==> config.mk <==
export PLATFORM = sky130hd
export DESIGN_NAME = cond_unit_ex
export DESIGN_NICKNAME = d
export VERILOG_FILES = /design/src/rtl/cond_unit_ex_pkg.sv /design/src/rtl/cond_unit_ex_cond_check.sv /design/src/rtl/cond_unit_ex.sv
export SDC_FILE = /design/constraint.sdc
export NUM_CORES = 1
export LEC_CHECK = 0
export CAP_MARGIN = 20
export CORE_ASPECT_RATIO = 0.7
export CORE_MARGIN = 2
export CORE_UTILIZATION = 49
export DETAILED_ROUTE_END_ITERATION = 7
export HOLD_SLACK_MARGIN = 0.02
export PLACE_DENSITY = 0.81
export REMOVE_ABC_BUFFERS = 1
export SLEW_MARGIN = 25
export SYNTH_ARGS = -nofsm -noshare
export SYNTH_HDL_FRONTEND = slang
export SYNTH_SLANG_ARGS = --single-unit
export TNS_END_PERCENT = 30
==> constraint.sdc <==
create_clock -name clk -period 2.6 [get_ports clk]
set_input_delay 0.52 -clock clk [delete_from_list [all_inputs] [get_ports clk]]
set_output_delay 0.52 -clock clk [all_outputs]
set_load 0.02 [all_outputs]
==> src/rtl/cond_unit_ex_pkg.sv <==
// cond_unit_ex_pkg
// Shared definitions for the Execute-stage condition unit and anything else
// that needs to decode ARM condition fields (e.g. the branch predictor).
//   - COND_* : 4-bit condition field encodings (instr[31:28])
//   - FLAG_* : bit positions of N, Z, C, V inside the 4-bit flag vector
package cond_unit_ex_pkg;

    localparam logic [3:0] COND_EQ = 4'h0;
    localparam logic [3:0] COND_NE = 4'h1;
    localparam logic [3:0] COND_CS = 4'h2;
    localparam logic [3:0] COND_CC = 4'h3;
    localparam logic [3:0] COND_MI = 4'h4;
    localparam logic [3:0] COND_PL = 4'h5;
    localparam logic [3:0] COND_VS = 4'h6;
    localparam logic [3:0] COND_VC = 4'h7;
    localparam logic [3:0] COND_HI = 4'h8;
    localparam logic [3:0] COND_LS = 4'h9;
    localparam logic [3:0] COND_GE = 4'hA;
    localparam logic [3:0] COND_LT = 4'hB;
    localparam logic [3:0] COND_GT = 4'hC;
    localparam logic [3:0] COND_LE = 4'hD;
    localparam logic [3:0] COND_AL = 4'hE;
    localparam logic [3:0] COND_NV = 4'hF;

    localparam int unsigned FLAG_N = 3;
    localparam int unsigned FLAG_Z = 2;
    localparam int unsigned FLAG_C = 1;
    localparam int unsigned FLAG_V = 0;

endpackage

==> src/rtl/cond_unit_ex_cond_check.sv <==
// cond_check
// Purely combinational ARM condition evaluator.
// Ports:
//   cond    in  4  condition field
//   flags   in  4  {N,Z,C,V}
//   cond_ex out 1  1 when the condition holds for the given flags
module cond_check
    import cond_unit_ex_pkg::*;
(
    input  logic [3:0] cond,
    input  logic [3:0] flags,
    output logic       cond_ex
);

    logic n, z, c, v;
    logic base;

    assign n = flags[FLAG_N];
    assign z = flags[FLAG_Z];
    assign c = flags[FLAG_C];
    assign v = flags[FLAG_V];

    // Conditions come in complementary pairs: cond[3:1] picks the base test
    // and cond[0] inverts it. The last pair (AL and the unconditional space)
    // is always true and must not be inverted.
    always_comb begin
        base = 1'b1;
        case (cond[3:1])
            3'd0:    base = z;
            3'd1:    base = c;
            3'd2:    base = n;
            3'd3:    base = v;
            3'd4:    base = c & ~z;
            3'd5:    base = (n == v);
            3'd6:    base = ~z & (n == v);
            default: base = 1'b1;
        endcase
    end

    assign cond_ex = (cond[3:1] == 3'd7) ? 1'b1 : (base ^ cond[0]);

endmodule

==> src/rtl/cond_unit_ex.sv <==
// cond_unit_ex
// Execute-stage condition unit. Holds the NZCV flag register, evaluates the
// condition of the instruction in Execute against it, and gates that
// instruction's side effects into the Memory-stage register. Also keeps
// wrap-around executed/squashed counters for performance debug.
// Ports:
//   clk, reset_n          clock, async active-low reset
//   valid_e/stall_e/flush_e  Execute stage qualifiers
//   cond_e, flag_write_e  condition field and flag-pair update enables
//   reg_write_e, mem_write_e, pc_src_e, no_write_e  ungated side effects
//   alu_flags             {N,Z,C,V} from the ALU
//   flags                 registered {N,Z,C,V}
//   cond_ex_e, branch_taken_e  combinational condition result / redirect
//   reg_write_m, mem_write_m, pc_src_m  gated, registered side effects
//   exec_cnt, squash_cnt  event counters
module cond_unit_ex
    import cond_unit_ex_pkg::*;
#(
    parameter int CNT_W = 32
) (
    input  logic             clk,
    input  logic             reset_n,
    input  logic             valid_e,
    input  logic             stall_e,
    input  logic             flush_e,
    input  logic [3:0]       cond_e,
    input  logic [1:0]       flag_write_e,
    input  logic             reg_write_e,
    input  logic             mem_write_e,
    input  logic             pc_src_e,
    input  logic             no_write_e,
    input  logic [3:0]       alu_flags,
    output logic [3:0]       flags,
    output logic             cond_ex_e,
    output logic             branch_taken_e,
    output logic             reg_write_m,
    output logic             mem_write_m,
    output logic             pc_src_m,
    output logic [CNT_W-1:0] exec_cnt,
    output logic [CNT_W-1:0] squash_cnt
);

    logic go;
    logic pass;

    // The registered flags are already current for this instruction: the
    // previous one wrote them on the edge that ended its Execute cycle.
    cond_check u_cond_check (
        .cond    (cond_e),
        .flags   (flags),
        .cond_ex (cond_ex_e)
    );

    assign go             = valid_e & ~flush_e & ~stall_e;
    assign pass           = go & cond_ex_e;
    assign branch_taken_e = pass & pc_src_e;

    // Any of stall, flush or bubble drops go, so the Memory stage sees a
    // bubble and neither flags nor counters move.
    always_ff @(posedge clk or negedge reset_n) begin
        if (!reset_n) begin
            flags       <= 4'b0000;
            reg_write_m <= 1'b0;
            mem_write_m <= 1'b0;
            pc_src_m    <= 1'b0;
            exec_cnt    <= '0;
            squash_cnt  <= '0;
        end else begin
            if (pass && flag_write_e[1]) begin
                flags[FLAG_N] <= alu_flags[FLAG_N];
                flags[FLAG_Z] <= alu_flags[FLAG_Z];
            end
            if (pass && flag_write_e[0]) begin
                flags[FLAG_C] <= alu_flags[FLAG_C];
                flags[FLAG_V] <= alu_flags[FLAG_V];
            end
            reg_write_m <= pass & reg_write_e & ~no_write_e;
            mem_write_m <= pass & mem_write_e;
            pc_src_m    <= pass & pc_src_e;
            if (go) begin
                if (cond_ex_e) begin
                    exec_cnt <= exec_cnt + CNT_W'(1);
                end else begin
                    squash_cnt <= squash_cnt + CNT_W'(1);
                end
            end
        end
    end

endmodule

# After elaboration in Yosys (flattened, before gate mapping)
# Index checks and enable logic that the tools add are counted.
# Widths: inputs -> output; s select.
dict set report word_totals {
  ff_bits 71
  input_bits 19
  out_inout_bits 73
  elab_cells 39
}
dict set report op_classes {
  add_sub_neg 2
  eq_ne 8
  n_mux 2
  n_bitwise 15
  reduce_logical 5
}
# op count
set ops {}
lappend ops {{$add 32x1->32 const B} 2}
lappend ops {{$eq 3x3->1 const B} 4}
lappend ops {{$and 1x1->1} 9}
lappend ops {{$pmux 1 s7} 1}
lappend ops {{$eq 3x2->1 const B} 2}
lappend ops {{$not 1->1} 5}
lappend ops {{$reduce_and 2->1} 2}
lappend ops {{$eq 3x1->1 const B} 1}
lappend ops {{$logic_not 3->1} 1}
lappend ops {{$logic_and 1x1->1} 2}
lappend ops {{$eq 1x1->1} 1}
lappend ops {{$mux 1} 1}
lappend ops {{$xor 1x1->1} 1}

# Longest topological paths before layout
# Gate-level depths: netlist of run 1.
dict set report depth {
  depth_word 8
  depth_mapped 8
  mapped_depth_nobuf 7
}

# Modules after synthesis
# A second synthesis of run 1 with hierarchy kept.
dict set report hier_totals {
  hier_cells 281
  hier_area_um2 3323.2
}
# module n_inst cells_each area_per_inst_um2 seq_area_each_um2
set modules_own_cells {}
lappend modules_own_cells {cond_unit_ex 1 261 3181.8 1776.7}
lappend modules_own_cells {cond_check 1 20 141.4 0.0}

# Worst setup path after synthesis of run 1
# No wires, ideal clock.
dict set report synth_timing {
  path_kind {input -> output}
  from {input cond_e[1]}
  to {output branch_taken_e}
  arrival_time_ps 2017
  required_ps 2080
  path_slack_ps 63
  path_stages 7
  path_buffers 1
  cell_sequence {or4b_1 nand2_1 o22ai_1 a221oi_2 inv_2 buf_2 and3_1}
}
dict set report synth_between {
  elab_chain_cells 6
  word_cells_on_any_way 13
  cone_classes {7 x eq/ne; 2 x mux; 3 x bitwise; 1 x reduce/logical}
}
# item line
set synth_rtl {}
lappend synth_rtl {{start, declared} cond_unit_ex.sv:26} ;# input logic [3:0] cond_e,
lappend synth_rtl {{$eq 3x3->1 (tied with other cells)} cond_unit_ex_cond_check.sv:28} ;# case (cond[3:1])
lappend synth_rtl {{$pmux 1 s7} cond_unit_ex_cond_check.sv:28}
lappend synth_rtl {{$xor 1x1->1} cond_unit_ex_cond_check.sv:40} ;# assign cond_ex = (cond[3:1] == 3'd7) ? 1'b1 : (base ^ cond[0]);
lappend synth_rtl {{$mux 1 *} cond_unit_ex_cond_check.sv:40}
lappend synth_rtl {{via cond_ex_e} cond_unit_ex.sv:34} ;# output logic cond_ex_e,
lappend synth_rtl {{$and 1x1->1 *} cond_unit_ex.sv:55} ;# assign pass = go & cond_ex_e;
lappend synth_rtl {{$and 1x1->1 *} cond_unit_ex.sv:56} ;# assign branch_taken_e = pass & pc_src_e;
lappend synth_rtl {{end, declared} cond_unit_ex.sv:35} ;# output logic branch_taken_e,
# The timed path passes the listed nets; every way through them passes the cells marked *.

# Final worst setup path of run 1
dict set report layout_timing {
  from {input cond_e[1]}
  to {output branch_taken_e}
}
dict set report layout_between {
  elab_chain_cells 6
  word_cells_on_any_way 13
  cone_classes {7 x eq/ne; 2 x mux; 3 x bitwise; 1 x reduce/logical}
}
# item line
set layout_rtl {}
lappend layout_rtl {{$eq 3x3->1 (tied with other cells)} cond_unit_ex_cond_check.sv:28}
lappend layout_rtl {{$pmux 1 s7} cond_unit_ex_cond_check.sv:28}
lappend layout_rtl {{$xor 1x1->1} cond_unit_ex_cond_check.sv:40}
lappend layout_rtl {{$mux 1 *} cond_unit_ex_cond_check.sv:40}
lappend layout_rtl {{$and 1x1->1 *} cond_unit_ex.sv:55}
lappend layout_rtl {{$and 1x1->1 *} cond_unit_ex.sv:56}
# Every way passes the cells marked *; elsewhere a longest branch is shown, timed or not.

==> impl_metrics.yaml, run 1 <==
outcome:
  outcome: "finished with violations"
  violations: "setup timing"
clock_tree:
  cts_tree: "done"
  cts.sinks: 71
  ctsHoldBuffers: 0
  numCtsBuffers: 9
  clkTransAtPathRegs_ns: 0.07
  clockBufferDepth: 2
  htreeDepth: 3
  clk_latency_ns: 0.34
  cts-root-buf: "clkbuf_8"
synth:
  ys_seq_area_share_pct: 51.6
  synth_top_family_by_area: "simple AND/OR/NAND/NOR gates"
  yosysUniqueCellTypes: 42
  synth_adder_area_share_pct: 0.727
  synth-xor-area-share_pct: 16.0
  synth_compound_area_share_pct: 1.16
  synth_edf_count: 0
  muxShareOfSynthArea_pct: 2.62
  ys_warn_count: 0
  synth_simple_gate_area_share_pct: 25.5
  ys_seq_elements: 71
  async_flop_share_pct: 100
  synth_ff_type: "dfrtp_1"
  synth_area_per_cell_um2: 11.3
  syn-instance-count: 305
  synth_area_um2: 3440
grt:
  grt_max_degree: 48
  grt_remaining_overflow: 0
  grt_pass1_vias: 2671
  grt_pass1_wl_um: 13700
  antenna_found_initial: 0
  grt_usage_pct: 22.8
finish:
  syn2layout_area_growth_pct: 41.2
  nNetsFinal: 437
  antennaDiodeCount: 0
  drive_gt1_share_pct: 15.4
  final_util_pct: 71.6
placed_design:
  io_buffers: 91
  hpwlAfterDp_um: 5930
  gp_congestion: 0.807
worst_setup_path:
  crit_chain: "clkdlybuf4s15_2, or4b_4, nand2_4, o22ai_4, a221oi_4, inv_2, and3_4, buf_6"
  crit_type: "primary input to primary output"
  reg2reg_depth: 6
  cp_slowest_cell: "or4b_4"
  start_kind: "primary input"
  rr_startpoint: "flags[0]$_DFFE_PN0P_"
  slowest_delay_ns: 0.57
  crit_fanout: 5
  cp-end-kind: "primary output"
  reg2reg_setup_slack_ns: 0.18
  cp_top_family: "simple AND/OR/NAND/NOR gates"
  r2r-end: "squash_cnt[1]$_DFFE_PN0P_"
  path_buf_inv: 3
  required_ns: 2.08
  crit_arrival_ns: 2.08
power:
  p_total_w: 0.00315
  ir_worst_vdd_v: 0.000400
  p_per_area_nw_per_um2: 647
  power.leakage_nw: 2.23
drt:
  vias_per_cell: 5.45
  drt_first_pass_iters: 4
  wl_met3_um: 538
  vias: 2809
  top_layer_used: "met4"
  drt-initial-drc-count: 114
  wirelength_um: 8340
  m1WireLength_um: 3890
  met2_length_um: 3820
  route.detailed.drc: 0
  routedWlPerCell_um: 16.2
  antenna_left: 0
timing:
  finalHoldViolCount: 0
  tightest_slew_ns: 0.674
  setup_slack_ns: -0.00145
  setup_viol: 1
  fin_crit_ns: 2.60
  fmax_mhz: 384
  grt_setup_unrepaired: "true"
  finClkSkew_ns: 0.00808
  finalMaxSlewViolations: 0
  relSlewSlack_pct: 55.1
  whs_ns: 0.211
  post-route-period-util_pct: 100
die:
  fp.dieW_um: 104
  start_util_pct: 50.7
  ios: 92
  row_count: 25
  dieArea_um2: 7720
  core_um2: 6790
  die_h_um: 74.1
job:
  maxCapViolations: 0
hold_path:
  hp-class: "primary input to async pin"
-- final cells by class --
type / count / area [um^2]
fill: 511 / 1930
clock inverter: 3 / 65.1
timing repair buffer: 112 / 1080
clock buffer: 13 / 159
multi-input combinational: 218 / 1650
sequential: 71 / 1780
inverter: 4 / 15.0
tap: 94 / 118
-- timing repair --
action                     4_1_cts  5_1_grt
pin swaps                        6        4
buffers inserted                 3        1
resized for setup               24        7
setup endpoints to repair       63        3
-- cell usage after synthesis, types with 2 or more instances --
cell / n / area, um^2
ha_1: 2 / 25.0
dfrtp_1: 71 / 1780
nor4_4: 2 / 42.5
mux2_2: 6 / 67.6
nor4b_1: 4 / 35.0
xor2_1: 34 / 298
nor4_1: 13 / 81.3
inv_1: 3 / 11.3
nand3_1: 23 / 115
and4_1: 4 / 35.0
xnor2_1: 29 / 254
nand2_1: 24 / 90.1
buf_4: 3 / 22.5
and2_1: 3 / 18.8
clkbuf_1: 5 / 18.8
buf_2: 2 / 10.0
nor2_1: 5 / 18.8
and3_1: 16 / 100
nor3_1: 14 / 70.1
nand4_1: 20 / 125
-- state kept, by name, indices dropped and copies added (netlist names) --
name,cells
reg_write_m,1
pc_src_m,1
flags,4
squash_cnt,32
exec_cnt,32
mem_write_m,1
-- worst max path at each step --
stage                                    start             end  slack, ns  cells past startpoint
final                                cond_e[1]  branch_taken_e     -0.001                      8
after global routing      flags[0]$_DFFE_PN0P_  branch_taken_e      -0.08                      6
after CTS                 flags[2]$_DFFE_PN0P_  branch_taken_e      -0.03                      7
after detailed placement             cond_e[2]  branch_taken_e      -0.78                      7
after global placement               cond_e[2]  branch_taken_e      -0.72                      7
after floorplan                      cond_e[1]  branch_taken_e      -1.88                      6
-- cell families (layout without fill, tap and decap cells) --
group,Yosys count,count (layout)
and+or+nand+nor,142,142
DFF,71,71
xor gates and xnor gates,63,63
buffers and inverters,16,132
muxes,7,7
AOI/OAI and AO/OA,4,4
adders and majority gates,2,2
-- metrics by stage --
stage | std cells | area, um^2 | setup TNS, ns | setup slack [ns]
3_3_place_gp | 495 | 4550 | -25.90 | -0.724
3_5_place_dp | 495 | 4550 | -29.93 | -0.782
5_1_grt | 515 | 4860 | -0.154 | -0.0842
2_1_floorplan | 293 | 3380 | -78.38 | -1.88
6_report | 515 | 4860 | -0.00145 | -0.00145
4_1_cts | 514 | 4830 | -0.0564 | -0.0323
-- cell usage in the layout, fill, tap and decap left out, types with 11 or more instances in the layout --
cell,n
clkbuf_8,11
nor4_1,13
dfrtp_1,71
and3_1,15
nand3_1,23
xnor2_1,29
nand4_1,20
xor2_1,33
nand2_1,23
buf_4,20
nor3_1,14
clkdlybuf4s50_1,85
-- where the power goes --
part           internal [W]  switching (W)  leakage, nW  total, W
Sequential          0.00119       0.000123        0.961   0.00132
Clock              0.000593       0.000393        0.114  0.000986
Combinational      0.000401       0.000443         1.15  0.000844
Total               0.00219       0.000960         2.23   0.00315
-- metal layers --
metal,global-route usage [%],up-vias
li1,-,1315
met1,30.8,1366
met2,37.4,120
met3,5.52,8
met4,6.91,0
met5,0,-
Power figures use the tool's default switching activity.
==> run 2: changes to the inputs <==
--- a/config.mk
+++ b/config.mk
@@ -5,10 +5,11 @@
 export SDC_FILE = /design/constraint.sdc
 export NUM_CORES = 1
 export LEC_CHECK = 0
+export ABC_AREA = 1
 export CAP_MARGIN = 20
 export CORE_ASPECT_RATIO = 0.7
 export CORE_MARGIN = 2
-export CORE_UTILIZATION = 49
+export CORE_UTILIZATION = 52
 export DETAILED_ROUTE_END_ITERATION = 7
 export HOLD_SLACK_MARGIN = 0.02
 export PLACE_DENSITY = 0.81
==> impl_metrics.yaml, run 2 <==
synth:
  synth.largest_area_cell: "dfrtp_1"
  synth_area_per_cell_um2: 6.77
  ys_seq_area_share_pct: 39.0
  synth_ff_type: "dfrtp_1"
  async_flop_share_pct: 100
  synth_area_um2: 4550
  synth_area_leaders: "dfrtp_1 (39%), nand2_1 (21%), nor2_1 (7.2%)"
  yosys-top-cells-count: "nand2_1 (259), nor2_1 (87), dfrtp_1 (71)"
  yosysMostFrequentCell: "nand2_1"
  yosysUniqueCellTypes: 26
  synth_edf_count: 0
  syn-instance-count: 673
  ys_warn_count: 0
  synth_top_area_share_pct: 39.0
  ys_seq_elements: 71
worst_setup_path:
  crit_fanout: 3
  start_kind: "primary input"
  cp-end-kind: "primary output"
  required_ns: 2.08
  reg2reg_setup_slack_ns: 0.55
  crit_type: "primary input to primary output"
  crit_arrival_ns: 1.99
  reg2reg_depth: 9
  r2r-end: "exec_cnt[26]$_DFFE_PN0N_"
  rr_startpoint: "exec_cnt[0]$_DFFE_PN0N_"
grt:
  grt_remaining_overflow: 0
  antenna_found_initial: 0
  grt_pass1_wl_um: 20700
  grt_pass1_vias: 4246
  grt_usage_pct: 28.3
  grt_max_degree: 64
finish:
  final_util_pct: 69.6
  final_cell_mix: "nand2_1 (259), nor2_1 (87), clkdlybuf4s50_1 (86)"
  fillers: 759
  largestRegisters: "exec_cnt x32, squash_cnt x32, flags x4"
  drive_gt1_share_pct: 4.78
  antennaDiodeCount: 0
  nNetsFinal: 790
  syn2layout_area_growth_pct: 29.6
  stdcell_area_um2: 5900
  layout.cells.non_filler: 894
  final_common_cell: "nand2_1"
timing:
  whs_ns: 0.142
  setup_slack_ns: 0.0913
  grt_setup_unrepaired: "false"
  tightest_slew_ns: 0.592
  relSlewSlack_pct: 60.2
  finClkSkew_ns: 0.00448
  post-route-period-util_pct: 96.5
  finalHoldViolCount: 0
  setup_viol: 0
  fin_crit_ns: 2.51
  fmax_mhz: 399
  finalMaxSlewViolations: 0
die:
  core_um2: 8480
  row_count: 28
  dieArea_um2: 9530
  start_util_pct: 53.7
  ios: 92
  die_h_um: 82.3
  fp.dieW_um: 116
clock_tree:
  clkTransAtPathRegs_ns: 0.06
  numCtsBuffers: 9
  clk_latency_ns: 0.34
  ctsHoldBuffers: 0
  post-cts-setup-buffers: 0
  cts.sinks: 71
  clockBufferDepth: 2
  cts-root-buf: "clkbuf_16"
  cts_tree: "done"
  htreeDepth: 3
job:
  maxCapViolations: 0
outcome:
  outcome: "finished, final reports clean"
drt:
  vias: 4663
  drt-initial-drc-count: 480
  vias_per_cell: 5.22
  antenna_left: 0
  routedWlPerCell_um: 14.4
  drt_first_pass_iters: 5
  route.detailed.drc: 0
  wirelength_um: 12900
power:
  power.leakage_nw: 2.55
  p_per_area_nw_per_um2: 645
  ir_worst_vdd_v: 0.000477
placed_design:
  place_inst: 878
  hpwlAfterDp_um: 9660
  place_ws_ns: -0.412
  gp_congestion: 0.998
  io_buffers: 91
  placed_area_um2: 5620
hold_path:
  hp-class: "primary input to async pin"
==> run 2: critical path, cell delays in order <==
cell             delay, ns
clkdlybuf4s50_1       0.48
inv_1                 0.06
a21oi_1               0.15
nand2_1               0.11
nand2_1               0.09
nand2_2               0.08
nand3_4               0.08
buf_4                 0.14
clkdlybuf4s15_1       0.30
==> run 2: layout make-up <==
cell class / instances / area, um^2 / area share [%]
flip-flops and latches: 71 / 1780 / 30.1
inverters: 67 / 251 / 4.26
repair buffers: 102 / 1010 / 17.1
clock buffers: 10 / 239 / 4.05
well taps: 120 / 150 / 2.55
clock inverters: 6 / 45.0 / 0.764
multi-input cells: 518 / 2430 / 41.2
==> run 2: metrics by stage <==
| stage | setup TNS [ns] | total power, W |
|---|---|---|
| global placement | -0.628 | 0.00262 |
| floorplan | -100.17 | 0.00207 |
| finish | 0 | 0.00381 |
| detailed placement | -0.756 | 0.00266 |
| global route | 0 | 0.00401 |
| CTS | 0 | 0.00382 |
==> run 2: how the worst max path moves through the flow <==
stage | from | end | slack (ns) | cells past startpoint
after detailed placement | cond_e[1] | branch_taken_e | -0.41 | 12
after global placement | cond_e[1] | branch_taken_e | -0.34 | 12
after floorplan | flush_e | branch_taken_e | -2.15 | 3
after global routing | cond_e[3] | cond_ex_e | 0.02 | 9
after CTS | cond_e[3] | branch_taken_e | 0.07 | 10
final | cond_e[3] | cond_ex_e | 0.09 | 9
==> run 2: report_power, final <==
group | total (W) | internal [W] | switching [W]
logic | 0.00110 | 0.000513 | 0.000584
clock network | 0.00117 | 0.000674 | 0.000497
registers | 0.00154 | 0.00127 | 0.000269
total | 0.00381 | 0.00246 | 0.00135
==> run 2: cells by family (layout without fill, tap and decap cells) <==
| logic type | count (synthesis) | count (layout) | synth area share, % |
|---|---|---|---|
| AND/OR/NAND/NOR | 436 | 436 | 40.4 |
| buffers and inverters | 84 | 185 | 7.69 |
| flip-flops | 71 | 71 | 39.0 |
| XOR/XNOR | 43 | 43 | 8.27 |
| AO/OA/AOI/OAI | 37 | 37 | 4.07 |
| adder cells (fa/ha/maj) | 2 | 2 | 0.550 |
==> run 2: what timing repair did <==
action | in CTS | in global routing
resized for setup | 7 | 1
endpoints found under the setup margin | 2 | 1
endpoints found under the hold margin | 0 | 0
==> run 2: metal layers <==
layer	part of all wire [%]	up-vias	wire (um)	global-route usage, %
met5	0	-	0	0
met4	1.3	0	161	7.50
met3	10	14	1340	5.62
met2	40	207	5130	38.3
met1	49	2143	6250	45.2
li1	-	2299	-	-
==> run 3: changes to the inputs <==
--- a/config.mk
+++ b/config.mk
@@ -7,14 +7,15 @@
 export LEC_CHECK = 0
 export ABC_AREA = 1
 export CAP_MARGIN = 20
-export CORE_ASPECT_RATIO = 0.7
+export CORE_ASPECT_RATIO = 1.4
 export CORE_MARGIN = 2
-export CORE_UTILIZATION = 52
+export CORE_UTILIZATION = 60
 export DETAILED_ROUTE_END_ITERATION = 7
+export DONT_BUFFER_PORTS = 1
 export HOLD_SLACK_MARGIN = 0.02
-export PLACE_DENSITY = 0.81
+export PLACE_DENSITY = 0.76
 export REMOVE_ABC_BUFFERS = 1
-export SLEW_MARGIN = 25
+export SLEW_MARGIN = 20
 export SYNTH_ARGS = -nofsm -noshare
 export SYNTH_HDL_FRONTEND = slang
 export SYNTH_SLANG_ARGS = --single-unit
==> impl_metrics.yaml, run 3 (synthesis gave the netlist of run 2 again) <==
outcome:
  outcome: "finished, final reports clean"
drt:
  vias_per_cell: 5.44
  route.detailed.drc: 0
  drt-initial-drc-count: 211
  routedWlPerCell_um: 15.5
  drt_first_pass_iters: 4
  vias: 4205
  antenna_left: 0
  wirelength_um: 12000
finish:
  drive_gt1_share_pct: 4.14
  nNetsFinal: 693
  fillers: 675
  syn2layout_area_growth_pct: 6.05
  final_common_cell: "nand2_1"
  antennaDiodeCount: 0
  largestRegisters: "exec_cnt x32, squash_cnt x32, flags x4"
  final_cell_mix: "nand2_1 (259), nor2_1 (86), dfrtp_1 (71)"
timing:
  relSlewSlack_pct: 50.2
  tightest_slew_ns: 0.746
  setup_viol: 0
  finalHoldViolCount: 0
  finalSetupTns_ns: 0
  setup_slack_ns: 0.128
  finClkSkew_ns: 0.00889
  post-route-period-util_pct: 95.1
  finalMaxSlewViolations: 0
  fmax_mhz: 404
  whs_ns: 0.0263
  grt_setup_unrepaired: "false"
  fin_crit_ns: 2.47
clock_tree:
  clockBufferDepth: 2
  cts_tree: "done"
  htreeDepth: 3
  clkTransAtPathRegs_ns: 0.08
  clk_latency_ns: 0.37
  numCtsBuffers: 9
  cts-root-buf: "clkbuf_8"
  cts.sinks: 71
die:
  row_count: 37
  ios: 92
  fp.dieW_um: 77.6
  die_h_um: 107
  dieArea_um2: 8310
  core_um2: 7360
  start_util_pct: 61.9
worst_setup_path:
  rr_startpoint: "flags[0]$_DFFE_PN0P_"
  reg2reg_setup_slack_ns: 0.31
  crit_fanout: 4
  start_kind: "flip-flop"
  startpoint: "flags[2]$_DFFE_PN0P_"
  cp-end-kind: "primary output"
  r2r-end: "squash_cnt[17]$_DFFE_PN0P_"
  required_ns: 2.08
  reg2reg_depth: 9
  crit_path_end: "branch_taken_e"
  crit_arrival_ns: 1.95
  crit_type: "flip-flop to primary output"
power:
  p_clk_share_pct: 27.5
  swShare_pct: 39.1
  power_frac_comb_pct: 16.3
  p_int_w: 0.00189
  p_per_area_nw_per_um2: 642
  ir_worst_vdd_v: 0.000470
  p_seq_share_pct: 56.2
  p_switching_w: 0.00121
  power.leakage_nw: 2.14
grt:
  grt_usage_pct: 31.2
  grt_remaining_overflow: 0
  grt_pass1_vias: 4159
  grt_max_degree: 72
  antenna_found_initial: 0
  grt_pass1_wl_um: 20200
hold_path:
  hp-class: "primary input to async pin"
placed_design:
  gp_congestion: 0.950
  hpwlAfterDp_um: 8770
  place_ws_ns: 0.365
  io_buffers: 0
job:
  maxCapViolations: 0
## run 3: area by class of cell
class,instances,area [um^2],area share (%)
sequential,71,1780,36.8
multi-input combinational,518,2430,50.4
timing repair buffer,5,61.3,1.27
clock inverter,2,15.0,0.311
clock buffer,13,169,3.50
tap,97,121,2.51
inverter,67,251,5.21
## run 3: worst min path at each step
stage	startpoint	endpoint	slack, ns	cells after the start
floorplan	reset_n	exec_cnt[0]$_DFFE_PN0N_	0.22	0
global placement	reset_n	squash_cnt[17]$_DFFE_PN0P_	0.23	0
detailed placement	reset_n	squash_cnt[3]$_DFFE_PN0P_	0.23	0
CTS	reset_n	squash_cnt[4]$_DFFE_PN0P_	0.04	1
global route	reset_n	squash_cnt[3]$_DFFE_PN0P_	0.04	1
finish	reset_n	squash_cnt[1]$_DFFE_PN0P_	0.03	1
## run 3: metal layers
layer / up-vias / global-route usage [%] / share of wire, %
met5: - / 0 / 0
met4: 0 / 13.9 / 3.1
met3: 27 / 9.34 / 5.5
met2: 118 / 56.6 / 55
met1: 1963 / 32.9 / 36
li1: 2097 / - / -
## run 3: power by group through the flow
stage / Sequential, W / Combinational [W] / Clock [W]
after floorplan: 0.00169 / 0.000389 / 0
after global placement: 0.00176 / 0.000444 / 0
after detailed placement: 0.00177 / 0.000473 / 0
after CTS: 0.00174 / 0.000503 / 0.000864
after global routing: 0.00178 / 0.000598 / 0.000895
final: 0.00174 / 0.000505 / 0.000853
## run 3: through the flow
step | instances | power, W | cell area [um^2] | util (%)
3_5_place_dp | 757 | 0.00224 | 4610 | 62.6
6_report | 773 | 0.00310 | 4830 | 65.6
4_1_cts | 773 | 0.00311 | 4820 | 65.5
5_1_grt | 773 | 0.00327 | 4830 | 65.6
3_3_place_gp | 757 | 0.00221 | 4610 | 62.6
2_1_floorplan | 656 | 0.00207 | 4450 | -
## run 3: critical path, stage by stage, from the launching register on
cell and delay (ns):
dfrtp_1 0.52, inv_1 0.10, nand2_1 0.10, nand2_1 0.07, nand3_1 0.09, nand2_1 0.09, nand2_1 0.08, nand2_2 0.10
nand3_4 0.09, nand2_2 0.10, nor2_2 0.25
## run 3: what timing repair did
action,in CTS,in global routing
hold endpoints to repair,71,0
setup buffers,0,0
endpoints found under the setup margin,0,2
hold buffers,1,0
gates resized for setup,0,2
